### src/rtl/mux_pkg.sv
// Shared types and helpers for the 4-to-1 round-robin stream mux.
// Channel count, select width, output-stage states and one-hot decode.
package mux_pkg;

  localparam int NUM_CH = 4;
  localparam int SEL_W  = 2;

  typedef logic [SEL_W-1:0] ch_sel_t;

  typedef enum logic {
    ST_EMPTY = 1'b0,
    ST_FULL  = 1'b1
  } out_state_t;

  function automatic ch_sel_t onehot_to_sel(input logic [NUM_CH-1:0] oh);
    ch_sel_t s;
    s = '0;
    for (int i = 0; i < NUM_CH; i++) begin
      if (oh[i]) s = s | ch_sel_t'(i);
    end
    return s;
  endfunction

endpackage

### src/rtl/rr_mux_4x1_if.sv
// Stream bundle between four producers, the mux and one consumer.
// master drives valids/data/out_ready; slave is the mux side.
interface rr_mux_4x1_if #(
  parameter int WIDTH = 8
);
  import mux_pkg::*;

  logic [NUM_CH-1:0]       in_valid;
  logic [NUM_CH*WIDTH-1:0] in_data;
  logic [NUM_CH-1:0]       in_ready;
  logic                    out_valid;
  logic [WIDTH-1:0]        out_data;
  ch_sel_t                 out_sel;
  logic                    out_ready;

  modport master (
    output in_valid, in_data, out_ready,
    input  in_ready, out_valid, out_data, out_sel
  );

  modport slave (
    input  in_valid, in_data, out_ready,
    output in_ready, out_valid, out_data, out_sel
  );

endinterface

### src/rtl/rr_arbiter_4.sv
// Combinational 4-way round-robin arbiter; search starts at last+1 and wraps.
// Zero latency; grant is one-hot or zero and never looks at data.
module rr_arbiter_4
  import mux_pkg::*;
(
  input  logic [NUM_CH-1:0] req,
  input  ch_sel_t           last,
  output logic [NUM_CH-1:0] grant
);

  ch_sel_t idx;
  logic    found;

  // k = NUM_CH truncates to 0, so the last candidate is the previous winner itself.
  always_comb begin
    grant = '0;
    found = 1'b0;
    idx   = '0;
    for (int k = 1; k <= NUM_CH; k++) begin
      idx = last + ch_sel_t'(k);
      if (!found && req[idx]) begin
        grant[idx] = 1'b1;
        found      = 1'b1;
      end
    end
  end

endmodule

### src/rtl/rr_mux_4x1.sv
// Registered 4-to-1 round-robin stream mux tagging each beat with its channel.
// Latency 1 cycle; a stalled output freezes the register and drops all in_ready.
module rr_mux_4x1
  import mux_pkg::*;
#(
  parameter int WIDTH = 8
) (
  input  logic         clk,
  input  logic         rst_n,
  rr_mux_4x1_if.slave  bus
);

  out_state_t        state_q, state_d;
  logic [WIDTH-1:0]  data_q, data_d;
  ch_sel_t           sel_q, sel_d;
  ch_sel_t           last_q, last_d;

  logic              load_en;
  logic [NUM_CH-1:0] grant;
  logic [NUM_CH-1:0] ready;
  logic              xfer;
  ch_sel_t           win_sel;
  logic [WIDTH-1:0]  win_data;

  assign load_en = (state_q == ST_EMPTY) || bus.out_ready;

  rr_arbiter_4 u_arb (
    .req   (bus.in_valid),
    .last  (last_q),
    .grant (grant)
  );

  // rst_n gating keeps producers from seeing a handshake while the register is held in reset.
  assign ready   = grant & {NUM_CH{load_en & rst_n}};
  assign xfer    = |(bus.in_valid & ready);
  assign win_sel = onehot_to_sel(grant);

  always_comb begin
    win_data = '0;
    for (int i = 0; i < NUM_CH; i++) begin
      if (grant[i]) win_data = bus.in_data[i*WIDTH +: WIDTH];
    end
  end

  always_comb begin
    state_d = state_q;
    data_d  = data_q;
    sel_d   = sel_q;
    last_d  = last_q;
    case (state_q)
      ST_EMPTY: begin
        if (xfer) state_d = ST_FULL;
      end
      ST_FULL: begin
        if (bus.out_ready && !xfer) state_d = ST_EMPTY;
      end
      default: state_d = ST_EMPTY;
    endcase
    if (xfer) begin
      data_d = win_data;
      sel_d  = win_sel;
      last_d = win_sel;
    end
  end

  always_ff @(posedge clk or negedge rst_n) begin
    if (!rst_n) begin
      state_q <= ST_EMPTY;
      data_q  <= '0;
      sel_q   <= '0;
      last_q  <= ch_sel_t'(NUM_CH - 1);
    end else begin
      state_q <= state_d;
      data_q  <= data_d;
      sel_q   <= sel_d;
      last_q  <= last_d;
    end
  end

  assign bus.in_ready  = ready;
  assign bus.out_valid = (state_q == ST_FULL);
  assign bus.out_data  = data_q;
  assign bus.out_sel   = sel_q;

endmodule

### src/flat_wrapper.sv
// flat-port wrapper written by rule: the top's interface ports become plain ports
module rr_mux_4x1_flat import mux_pkg::*;
#(
  parameter int WIDTH = 8
)
  (clk, rst_n, bus_in_valid, bus_in_data, bus_out_ready, bus_in_ready, bus_out_valid, bus_out_data, bus_out_sel);
  rr_mux_4x1_if #(.WIDTH(WIDTH)) bus_i ();
  input  logic clk;
  input  logic rst_n;
  input wire logic [$bits(bus_i.in_valid)-1:0] bus_in_valid;
  input wire logic [$bits(bus_i.in_data)-1:0] bus_in_data;
  input wire logic [$bits(bus_i.out_ready)-1:0] bus_out_ready;
  output wire logic [$bits(bus_i.in_ready)-1:0] bus_in_ready;
  output wire logic [$bits(bus_i.out_valid)-1:0] bus_out_valid;
  output wire logic [$bits(bus_i.out_data)-1:0] bus_out_data;
  output wire logic [$bits(bus_i.out_sel)-1:0] bus_out_sel;
  assign bus_i.in_valid = bus_in_valid;
  assign bus_i.in_data = bus_in_data;
  assign bus_i.out_ready = bus_out_ready;
  assign bus_in_ready = bus_i.in_ready;
  assign bus_out_valid = bus_i.out_valid;
  assign bus_out_data = bus_i.out_data;
  assign bus_out_sel = bus_i.out_sel;
  rr_mux_4x1 #(.WIDTH(WIDTH)) u_core (.clk(clk), .rst_n(rst_n), .bus(bus_i));
endmodule
### config.mk
export PLATFORM = sky130hd
export DESIGN_NAME = rr_mux_4x1_flat
export DESIGN_NICKNAME = d
export VERILOG_FILES = /design/src/rtl/mux_pkg.sv /design/src/rtl/rr_mux_4x1_if.sv /design/src/rtl/rr_arbiter_4.sv /design/src/rtl/rr_mux_4x1.sv /design/src/flat_wrapper.sv
export SDC_FILE = /design/constraint.sdc
export NUM_CORES = 1
export LEC_CHECK = 0
export ABC_AREA = 1
export BUFFER_PORTS_ARGS = -buffer_cell sky130_fd_sc_hd__buf_2
export CORE_MARGIN = 2
export CORE_UTILIZATION = 30
export CTS_CLUSTER_SIZE = 28
export DETAILED_ROUTE_END_ITERATION = 16
export GPL_ROUTABILITY_DRIVEN = 0
export GPL_TIMING_DRIVEN = 0
export REMOVE_ABC_BUFFERS = 1
export SLEW_MARGIN = 20
export SYNTH_ARGS = -nofsm -noshare
export SYNTH_HDL_FRONTEND = slang
export SYNTH_SLANG_ARGS = --single-unit
### constraint.sdc
create_clock -name clk -period 3.4 [get_ports clk]
set_input_delay 1.02 -clock clk [delete_from_list [all_inputs] [get_ports clk]]
set_output_delay 1.02 -clock clk [all_outputs]
set_load 0.1 [all_outputs]
Yosys cells after proc, flatten, opt, wreduce, memory -nomap -nowiden
Index checks and enable logic that the tools add are counted.
- memories: 0
- RAM bits: 0
- bits in read-only memories: 0
- word-level logic and storage cells: 69
- output and inout port bits: 15
- bits in latches: 0
- flip-flop bits (word level): 13
- $add $sub $neg: 3
- divide/modulo/power cells: 0
- $lt $le $gt $ge: 8
- multiplexer cells: 33
- bitwise operators: 7
- shifts and indexed selects: 0
- eq/ne operators: 0
- multipliers: 0
- reductions and logical operators: 14
- operators with widths (cell ; count):
    8-bit two-way mux ; 4
    4-bit two-way mux ; 4
    1-bit two-way mux ; 14
    2-bit by 3-bit less-than comparator with 1-bit output (second input constant) ; 4
    4-bit OR ; 3
    4-bit AND ; 2
    1-bit binary-select mux with 2-bit select ; 4
    1-bit demux with 2-bit select ; 4
    2-bit by 1-bit >= comparator with 1-bit output (second input constant) ; 4
    1-bit logical AND ; 8
    2-bit adder (second input constant) ; 2
    1-bit zero test ; 4
    2-bit two-way mux ; 2
    4-bit OR reduction ; 1
    2-bit by 1-bit adder with 2-bit output (second input constant) ; 1
    1-bit one-hot mux with 2 select lines ; 1
    1-bit AND ; 1
    1-bit logical OR ; 1
    1-bit NOT ; 1

Depth between registers and ports, before layout
Gate-level depths: netlist of the first run.
- depth after elaboration: 20
- depth in mapped cells: 18
- depth with buffers taken out: 16

By module
A second synthesis of the first run with hierarchy kept.
- cell total of the unflattened synthesis: 208
- area total of the unflattened synthesis: 1316.3 um^2
- by module, submodules not included (module ; sequential area each (um^2) ; times used ; area each (um^2) ; cells an instance):
    rr_mux_4x1 ; 327.8 ; 1 ; 894.6 ; 133
    rr_arbiter_4 ; 0.0 ; 1 ; 421.7 ; 75

Worst setup path after synthesis of the first run
Ideal clock, no wire load.
- path type: register -> output
- from: reg u_core.last_q[0]
- to: out bus_in_ready[0]
- stages on the path, launching flop included: 11
- data arrival time: 3.359 ns
- path slack: -0.979 ns
- required time: 2.380 ns
- cell sequence: dfstp_2 buf_6 inv_4 ha_1 inv_1 nand3_4 nand2_4 nand2_4 nor2_4 nand2_2 a31oi_1
- word-level cells in the longest chain between the ends: 14
- elaborated cells on any way between the ends: 48
- ends and longest elaborated chain (what ; RTL line ; source):
    start, declared ; rr_mux_4x1.sv:16 ; ch_sel_t last_q, last_d;
    start signal, assigned ; rr_mux_4x1.sv:71 ; last_q <= ch_sel_t'(NUM_CH - 1);
    start signal, assigned ; rr_mux_4x1.sv:76 ; last_q <= last_d;
    branches (longest 12 deep; another with 2-bit by 3-bit less-than comparator with 1-bit output) ; n/a ;
    4-bit two-way mux * ; rr_arbiter_4.sv:21 ; if (!found && req[idx]) begin
    4-bit AND * ; rr_mux_4x1.sv:34 ; assign ready = grant & {NUM_CH{load_en & rst_n}};
    end, declared ; flat_wrapper.sv:13 ; output wire logic [$bits(bus_i.in_ready)-1:0] bus_in_ready;
Mark *: on every way between the ends. The select of a mux whose other input is x is not followed.

Worst setup path in the final report of the first run
Same ends and word-level chain as after synthesis.

==> out/qor.json, run 1 <==
{
  "timing.critical_path.required_ns": 2.38,
  "global_route.usage.total": 0.155,
  "slew-limit-headroom": 0.465,
  "setup-tns-final_ns": 0,
  "floorplan.core_area_um2": 4440,
  "crit_path_max_fanout": 10,
  "antenna_left": 0,
  "setup_viol_count_final": 0,
  "max_freq_mhz": 302,
  "die_y_um": 72.7,
  "worst_setup_hold_path_clk_slew_ns": 0.06,
  "ioPinCount": 54,
  "run_status": "completed",
  "largest_clock_skew_in_the_final_design_ns": 0.00187,
  "mappedNetlistArea_um2": 1420,
  "drt-wirelength-per-cell_um": 12.8,
  "detailedPlace.worstSlack_ns": -0.350,
  "synth_warnings": 0,
  "worstSkewPairLatency_ns": 0.25,
  "timing.hold.worst.class": "flop to flop",
  "max_cap_violations": 0,
  "cts.sinks": 13,
  "vias": 1536,
  "synthesis.instances": 209,
  "cts_hold_buffers": 0,
  "floorplan.initialDensity": 0.318,
  "post_route_fraction_of_the_period_consumed_by_the_critical_path": 0.975,
  "worst_path_most_repeated_cell": "nand2_4",
  "syn_to_final_growth_pct": 33.9,
  "first_pass_iters": 4,
  "layout.cells.most_common": "nand2_1",
  "number_of_unique_standard_cell_types_used_by_synthesis": 24,
  "diodes": 0,
  "finalWorstSetupSlack_ns": 0.0857,
  "timing.critical_path.slowest_cell_delay_ns": 0.57,
  "vias_in_the_first_global_route": 1420,
  "dp_hpwl_um": 2810,
  "placementRows": 24,
  "ctsRootBufferMaster": "clkbuf_8",
  "synth_top_cells_by_area": "nand2_1 (20%), dfrtp_1 (19%), nand3_1 (9.9%)",
  "slew_viol_final": 0,
  "cts_max_path_buffers": 2,
  "drt_iter0_drc": 74,
  "worst-setup-path-type": "flop to output pin",
  "die_width_um": 72.7,
  "layout.nets": 314,
  "antenna_found_initial": 0,
  "grt_max_degree": 20,
  "cts_made_buffers": 3,
  "first_pass_grt_wire_length_um": 6590,
  "htreeDepth": 1,
  "cpLargestDelayFamily": "flip-flops",
  "yosys_register_bits": 13,
  "post_route_cells_drive_above_1_share": 0.436,
  "synth.largest_area_cell": "nand2_1",
  "type_of_origin_of_the_critical_path": "flop",
  "crit_chain": "inv_4, ha_4, inv_1, nand3_4, nand2_4, nand2_4, nor2_4, nand2_2, a31oi_2, buf_6",
  "design.die.area_um2": 5280,
  "post_drt_via_cell_ratio": 4.83,
  "final_util": 0.426,
  "critPathCaptureType": "output pin",
  "synth_top_cell_area_share": 0.204,
  "mostFrequentLayoutCells": "nand2_1 (73), buf_2 (49), nand3_1 (26)",
  "critical_path.slowest_cell": "dfstp_2",
  "worst_ep_arrival_time_ns": 2.29,
  "timing.final.crit_period_ns": 3.31,
  "crit_buf_inv": 3,
  "totalWireLength_um": 4080,
  "syn_avg_cell_area_um2": 6.77,
  "port-buffer-count": 53,
  "worstMarginPinSlew_ns": 0.797,
  "synth_sequential_area_ratio": 0.232,
  "final_hold_viol_count": 0,
  "cts_tree": "done",
  "drc_violation_count_after_routing": 0,
  "grt_overflow": 0
}
worst register-to-register path, delay by kind of cell, from the launching register on:
family,cells,cell delay (ns)
simple gates,8,0.90
buf+inv,5,0.58
flops,1,0.55
fa+ha+maj,1,0.30
compound gates,1,0.22
cell usage after synthesis:
| cell type | count |
|---|---|
| inv_2 | 2 |
| o21ai_1 | 2 |
| nand3_2 | 6 |
| o21ai_0 | 1 |
| nor2_1 | 10 |
| nand2_2 | 14 |
| o21ai_2 | 1 |
| nand2_1 | 77 |
| buf_6 | 4 |
| a31oi_1 | 2 |
| nand3_4 | 4 |
| dfrtp_1 | 11 |
| clkinv_1 | 2 |
| buf_2 | 1 |
| nor2_2 | 8 |
| nand3_1 | 28 |
| ha_1 | 8 |
| dfstp_2 | 2 |
| nor2_4 | 2 |
| nand4_2 | 1 |
| inv_1 | 11 |
| inv_4 | 2 |
| nand2_4 | 2 |
| a21oi_1 | 8 |
worst paths after layout:
| check | start | end | slack (ns) | depth (start not counted) |
|---|---|---|---|---|
| worst min-delay path | u_core.bus.out_data[7] | u_core.bus.out_data[7] | 0.47 | 2 |
| worst max register to register | u_core.last_q[1] | u_core.bus.out_sel[0] | 0.73 | 15 |
| worst max-delay path | u_core.last_q[0] | bus_in_ready[0] | 0.09 | 10 |
| min in group asynchronous | rst_n | u_core.bus.out_data[4] | 0.66 | 1 |
| worst min register to register | u_core.bus.out_data[7] | u_core.bus.out_data[7] | 0.47 | 2 |
| max in group asynchronous | rst_n | u_core.last_q[0] | 2.45 | 1 |
metal layers:
metal / vias to the layer above / GRT usage / part of all wire
met5: - / 0 / 0
met3: 0 / 0.0345 / 0.048
li1: 784 / - / -
met4: 0 / 0.0370 / 0
met1: 710 / 0.206 / 0.45
met2: 42 / 0.255 / 0.50
logic make-up after synthesis:
family | Yosys count | synth area share
AND/OR/NAND/NOR | 152 | 0.560
flip-flops | 13 | 0.232
buffers and inverters | 22 | 0.0840
adder cells (fa/ha/maj) | 8 | 0.0707
AO/OA/AOI/OAI | 14 | 0.0539
stage by stage:
step / instances / hold slack [ns] / area (µm²)
after floorplan: 204 / 0.501 / 1370
after global placement: 309 / 0.458 / 1700
after detailed placement: 309 / 0.465 / 1700
after CTS: 317 / 0.481 / 1820
after global routing: 318 / 0.510 / 1890
final: 318 / 0.475 / 1890
state kept, by name, summed over array words and instances (netlist names):
signal and cells:
u_core.bus.out_data 8, u_core.bus.out_sel 2, u_core.last_q 2, u_core.bus.out_valid 1
layout make-up:
cell class | instances | area (µm²)
Fill cell | 475 | 2550
Multi-Input combinational cell | 174 | 1040
Timing Repair Buffer | 58 | 345
Sequential cell | 13 | 328
Inverter | 17 | 73.8
Tap cell | 52 | 65.1
Clock buffer | 4 | 45.0
what timing repair did:
item                                    in CTS  in global routing
endpoints found under the setup margin       4                  4
resized for setup                           12                 18
setup buffers                                4                  1
pin swaps                                    0                  2
Power of run 1 is left out: the tool's default activity adds up to more than one toggle a clock period on the data nets, which glitch-free logic cannot reach.
==> run 2: changes to the inputs <==
--- a/config.mk
+++ b/config.mk
@@ -13,6 +13,7 @@
 export DETAILED_ROUTE_END_ITERATION = 16
 export GPL_ROUTABILITY_DRIVEN = 0
 export GPL_TIMING_DRIVEN = 0
+export MAX_ROUTING_LAYER = met4
 export REMOVE_ABC_BUFFERS = 1
 export SLEW_MARGIN = 20
 export SYNTH_ARGS = -nofsm -noshare
==> out/qor.json, run 2 (same netlist as run 1, synthesis figures left out) <==
{
  "first_pass_grt_wire_length": {"value": 6590, "unit": "µm", "change": "unchanged"},
  "die_y": {"value": 72.7, "unit": "µm", "change": "unchanged"},
  "grt_max_degree": {"value": 20, "change": "unchanged"},
  "vias": {"value": 1523, "change": "was 1536"},
  "syn_to_final_growth": {"value": 33.2, "unit": "%", "change": "was 33.9%"},
  "worst-setup-path-type": {"value": "flop to output pin", "change": "unchanged"},
  "layout.area.seq": {"value": 328, "unit": "µm²", "change": "unchanged"},
  "crit_buf_inv": {"value": 3, "change": "unchanged"},
  "first_pass_iters": {"value": 4, "change": "unchanged"},
  "placementRows": {"value": 24, "change": "unchanged"},
  "cts_max_path_buffers": {"value": 2, "change": "unchanged"},
  "finalHoldWorstSlack": {"value": 0.475, "unit": "ns", "change": "about the same"},
  "global_route.usage.total": {"value": 0.160, "change": "was 0.155"},
  "setup_viol_count_final": {"value": 0, "change": "unchanged"},
  "layout.cells.non_filler": {"value": 317, "change": "was 318"},
  "max_freq": {"value": 303, "unit": "MHz", "change": "was 302 MHz"},
  "dp_hpwl": {"value": 2810, "unit": "µm", "change": "unchanged"},
  "placedCellCount": {"value": 309, "change": "unchanged"},
  "final_util": {"value": 0.424, "change": "was 0.426"},
  "drt_iter0_drc": {"value": 109, "change": "was 74"},
  "post_route_fraction_of_the_period_consumed_by_the_critical_path": {"value": 0.972, "change": "was 0.975"},
  "htreeDepth": {"value": 1, "change": "unchanged"},
  "totalWireLength": {"value": 4090, "unit": "µm", "change": "was 4080 µm"},
  "max_cap_violations": {"value": 0, "change": "unchanged"},
  "type_of_origin_of_the_critical_path": {"value": "flop", "change": "unchanged"},
  "critical_path.slowest_cell": {"value": "dfstp_2", "change": "unchanged"},
  "die_width": {"value": 72.7, "unit": "µm", "change": "unchanged"},
  "cts.sinks": {"value": 13, "change": "unchanged"},
  "final.fill_count": {"value": 479, "change": "was 475"},
  "antenna_left": {"value": 0, "change": "unchanged"},
  "cpLargestDelayFamily": {"value": "flip-flops", "change": "unchanged"},
  "design.die.area": {"value": 5280, "unit": "µm²", "change": "unchanged"},
  "critPathCaptureType": {"value": "output pin", "change": "unchanged"},
  "number_of_flip_flops_under_the_largest_register_name": {"value": 8, "change": "unchanged"},
  "finalWorstSetupSlack": {"value": 0.0944, "unit": "ns", "change": "was 0.0857 ns"},
  "largest_clock_skew_in_the_final_design": {"value": 0.00188, "unit": "ns", "change": "was 0.00187 ns"},
  "worst_setup_hold_path_clk_slew": {"value": 0.06, "unit": "ns", "change": "about the same"},
  "cts_made_buffers": {"value": 3, "change": "unchanged"},
  "timing.final.crit_period": {"value": 3.31, "unit": "ns", "change": "about the same"},
  "mostFrequentLayoutCells": {"value": "nand2_1 (73), buf_2 (49), nand3_1 (26)", "change": "unchanged"},
  "crit_path_max_fanout": {"value": 10, "change": "unchanged"},
  "timing.critical_path.slowest_cell_delay": {"value": 0.57, "unit": "ns", "change": "about the same"},
  "floorplan.initialDensity": {"value": 0.318, "change": "unchanged"},
  "ioPinCount": {"value": 54, "change": "unchanged"},
  "grt_overflow": {"value": 0, "change": "unchanged"},
  "port-buffer-count": {"value": 53, "change": "unchanged"},
  "floorplan.core_area": {"value": 4440, "unit": "µm²", "change": "unchanged"},
  "cts_tree": {"value": "done", "change": "unchanged"},
  "cts_hold_buffers": {"value": 0, "change": "unchanged"},
  "worst_path_most_repeated_cell": {"value": "nand2_1", "change": "was nand2_4"},
  "post_route_cells_drive_above_1_share": {"value": 0.434, "change": "was 0.436"},
  "layout.nets": {"value": 313, "change": "was 314"},
  "run_status": {"value": "completed", "change": "unchanged"},
  "drc_violation_count_after_routing": {"value": 0, "change": "unchanged"},
  "worstMarginPinSlew": {"value": 0.813, "unit": "ns", "change": "was 0.797 ns"},
  "crit_chain": {"value": "inv_4, ha_4, inv_1, nand3_1, nand2_1, nand2_1, nor2_4, nand2_2, a31oi_2, buf_6", "change": "was inv_4, ha_4, inv_1, nand3_4, nand2_4, nand2_4, nor2_4, nand2_2, a31oi_2, buf_6"},
  "drt-wirelength-per-cell": {"value": 12.9, "unit": "µm", "change": "was 12.8 µm"},
  "antenna_found_initial": {"value": 0, "change": "unchanged"},
  "ctsRootBufferMaster": {"value": "clkbuf_8", "change": "unchanged"},
  "post_drt_via_cell_ratio": {"value": 4.80, "change": "was 4.83"},
  "timing.hold.worst.class": {"value": "flop to flop", "change": "unchanged"},
  "timing.critical_path.required": {"value": 2.38, "unit": "ns", "change": "about the same"},
  "worstSkewPairLatency": {"value": 0.25, "unit": "ns", "change": "about the same"},
  "multiInputGateArea": {"value": 1040, "unit": "µm²", "change": "unchanged"},
  "slew-limit-headroom": {"value": 0.454, "change": "was 0.465"},
  "detailedPlace.worstSlack": {"value": -0.350, "unit": "ns", "change": "unchanged"},
  "slew_viol_final": {"value": 0, "change": "unchanged"},
  "final_hold_viol_count": {"value": 0, "change": "unchanged"},
  "worst_ep_arrival_time": {"value": 2.29, "unit": "ns", "change": "about the same"},
  "vias_in_the_first_global_route": {"value": 1417, "change": "was 1420"},
  "diodes": {"value": 0, "change": "unchanged"},
  "layout.cells.most_common": {"value": "nand2_1", "change": "unchanged"}
}
-- run 2: cell type report --
type                       count  area share
clock buffer                   4      0.0239
inverter                      17      0.0378
multi-input combinational    174       0.550
sequential                    13       0.174
tap                           52      0.0345
timing repair buffer          57       0.179
-- run 2: path summary, 6_finish.rpt --
path / from / slack (ns) / depth (start not counted) / end
max in group asynchronous: rst_n / 2.45 / 1 / u_core.last_q[0]
min: u_core.bus.out_data[7] / 0.48 / 2 / u_core.bus.out_data[7]
min reg2reg: u_core.bus.out_data[7] / 0.48 / 2 / u_core.bus.out_data[7]
min in group asynchronous: rst_n / 0.66 / 1 / u_core.bus.out_data[4]
max: u_core.last_q[0] / 0.09 / 10 / bus_in_ready[0]
max reg2reg: u_core.last_q[1] / 0.84 / 15 / u_core.last_q[1]
-- run 2: repair_timing --
action / 4_1_cts / 5_1_grt
pin swaps: 0 / 1
buffers inserted: 4 / 0
hold endpoints to repair: 0 / 0
endpoints found under the setup margin: 4 / 4
gates cloned: 0 / 0
gates resized for setup: 12 / 17
-- run 2: worst register-to-register path, cell delays in order (launching register included) --
cell and delay (ns):
dfstp_2 0.55, inv_2 0.09, ha_4 0.30, inv_1 0.07
nand3_4 0.11, nand2_4 0.08, nand2_4 0.08, inv_2 0.07
nand3_2 0.09, nand3_4 0.10, buf_4 0.19, nand3_1 0.12
nand2_2 0.08, nor2_4 0.38, nand2_1 0.09, nand2_1 0.09
-- run 2: through the flow --
step / instance area [µm²] / TNS (ns)
finish: 1880 / 0
global route: 1880 / -0.0114
CTS: 1820 / 0
detailed placement: 1700 / -0.798
global placement: 1700 / -0.757
floorplan: 1370 / -3.50
-- run 2: routing by layer --
metal  track usage  part of all wire  up-vias
li1              -                 -      784
met1         0.210              0.46      696
met2         0.254              0.50       41
met3        0.0318             0.040        2
met4        0.0370            0.0042        0
met5             -                 0        -
Power of run 2 is left out for the same reason.
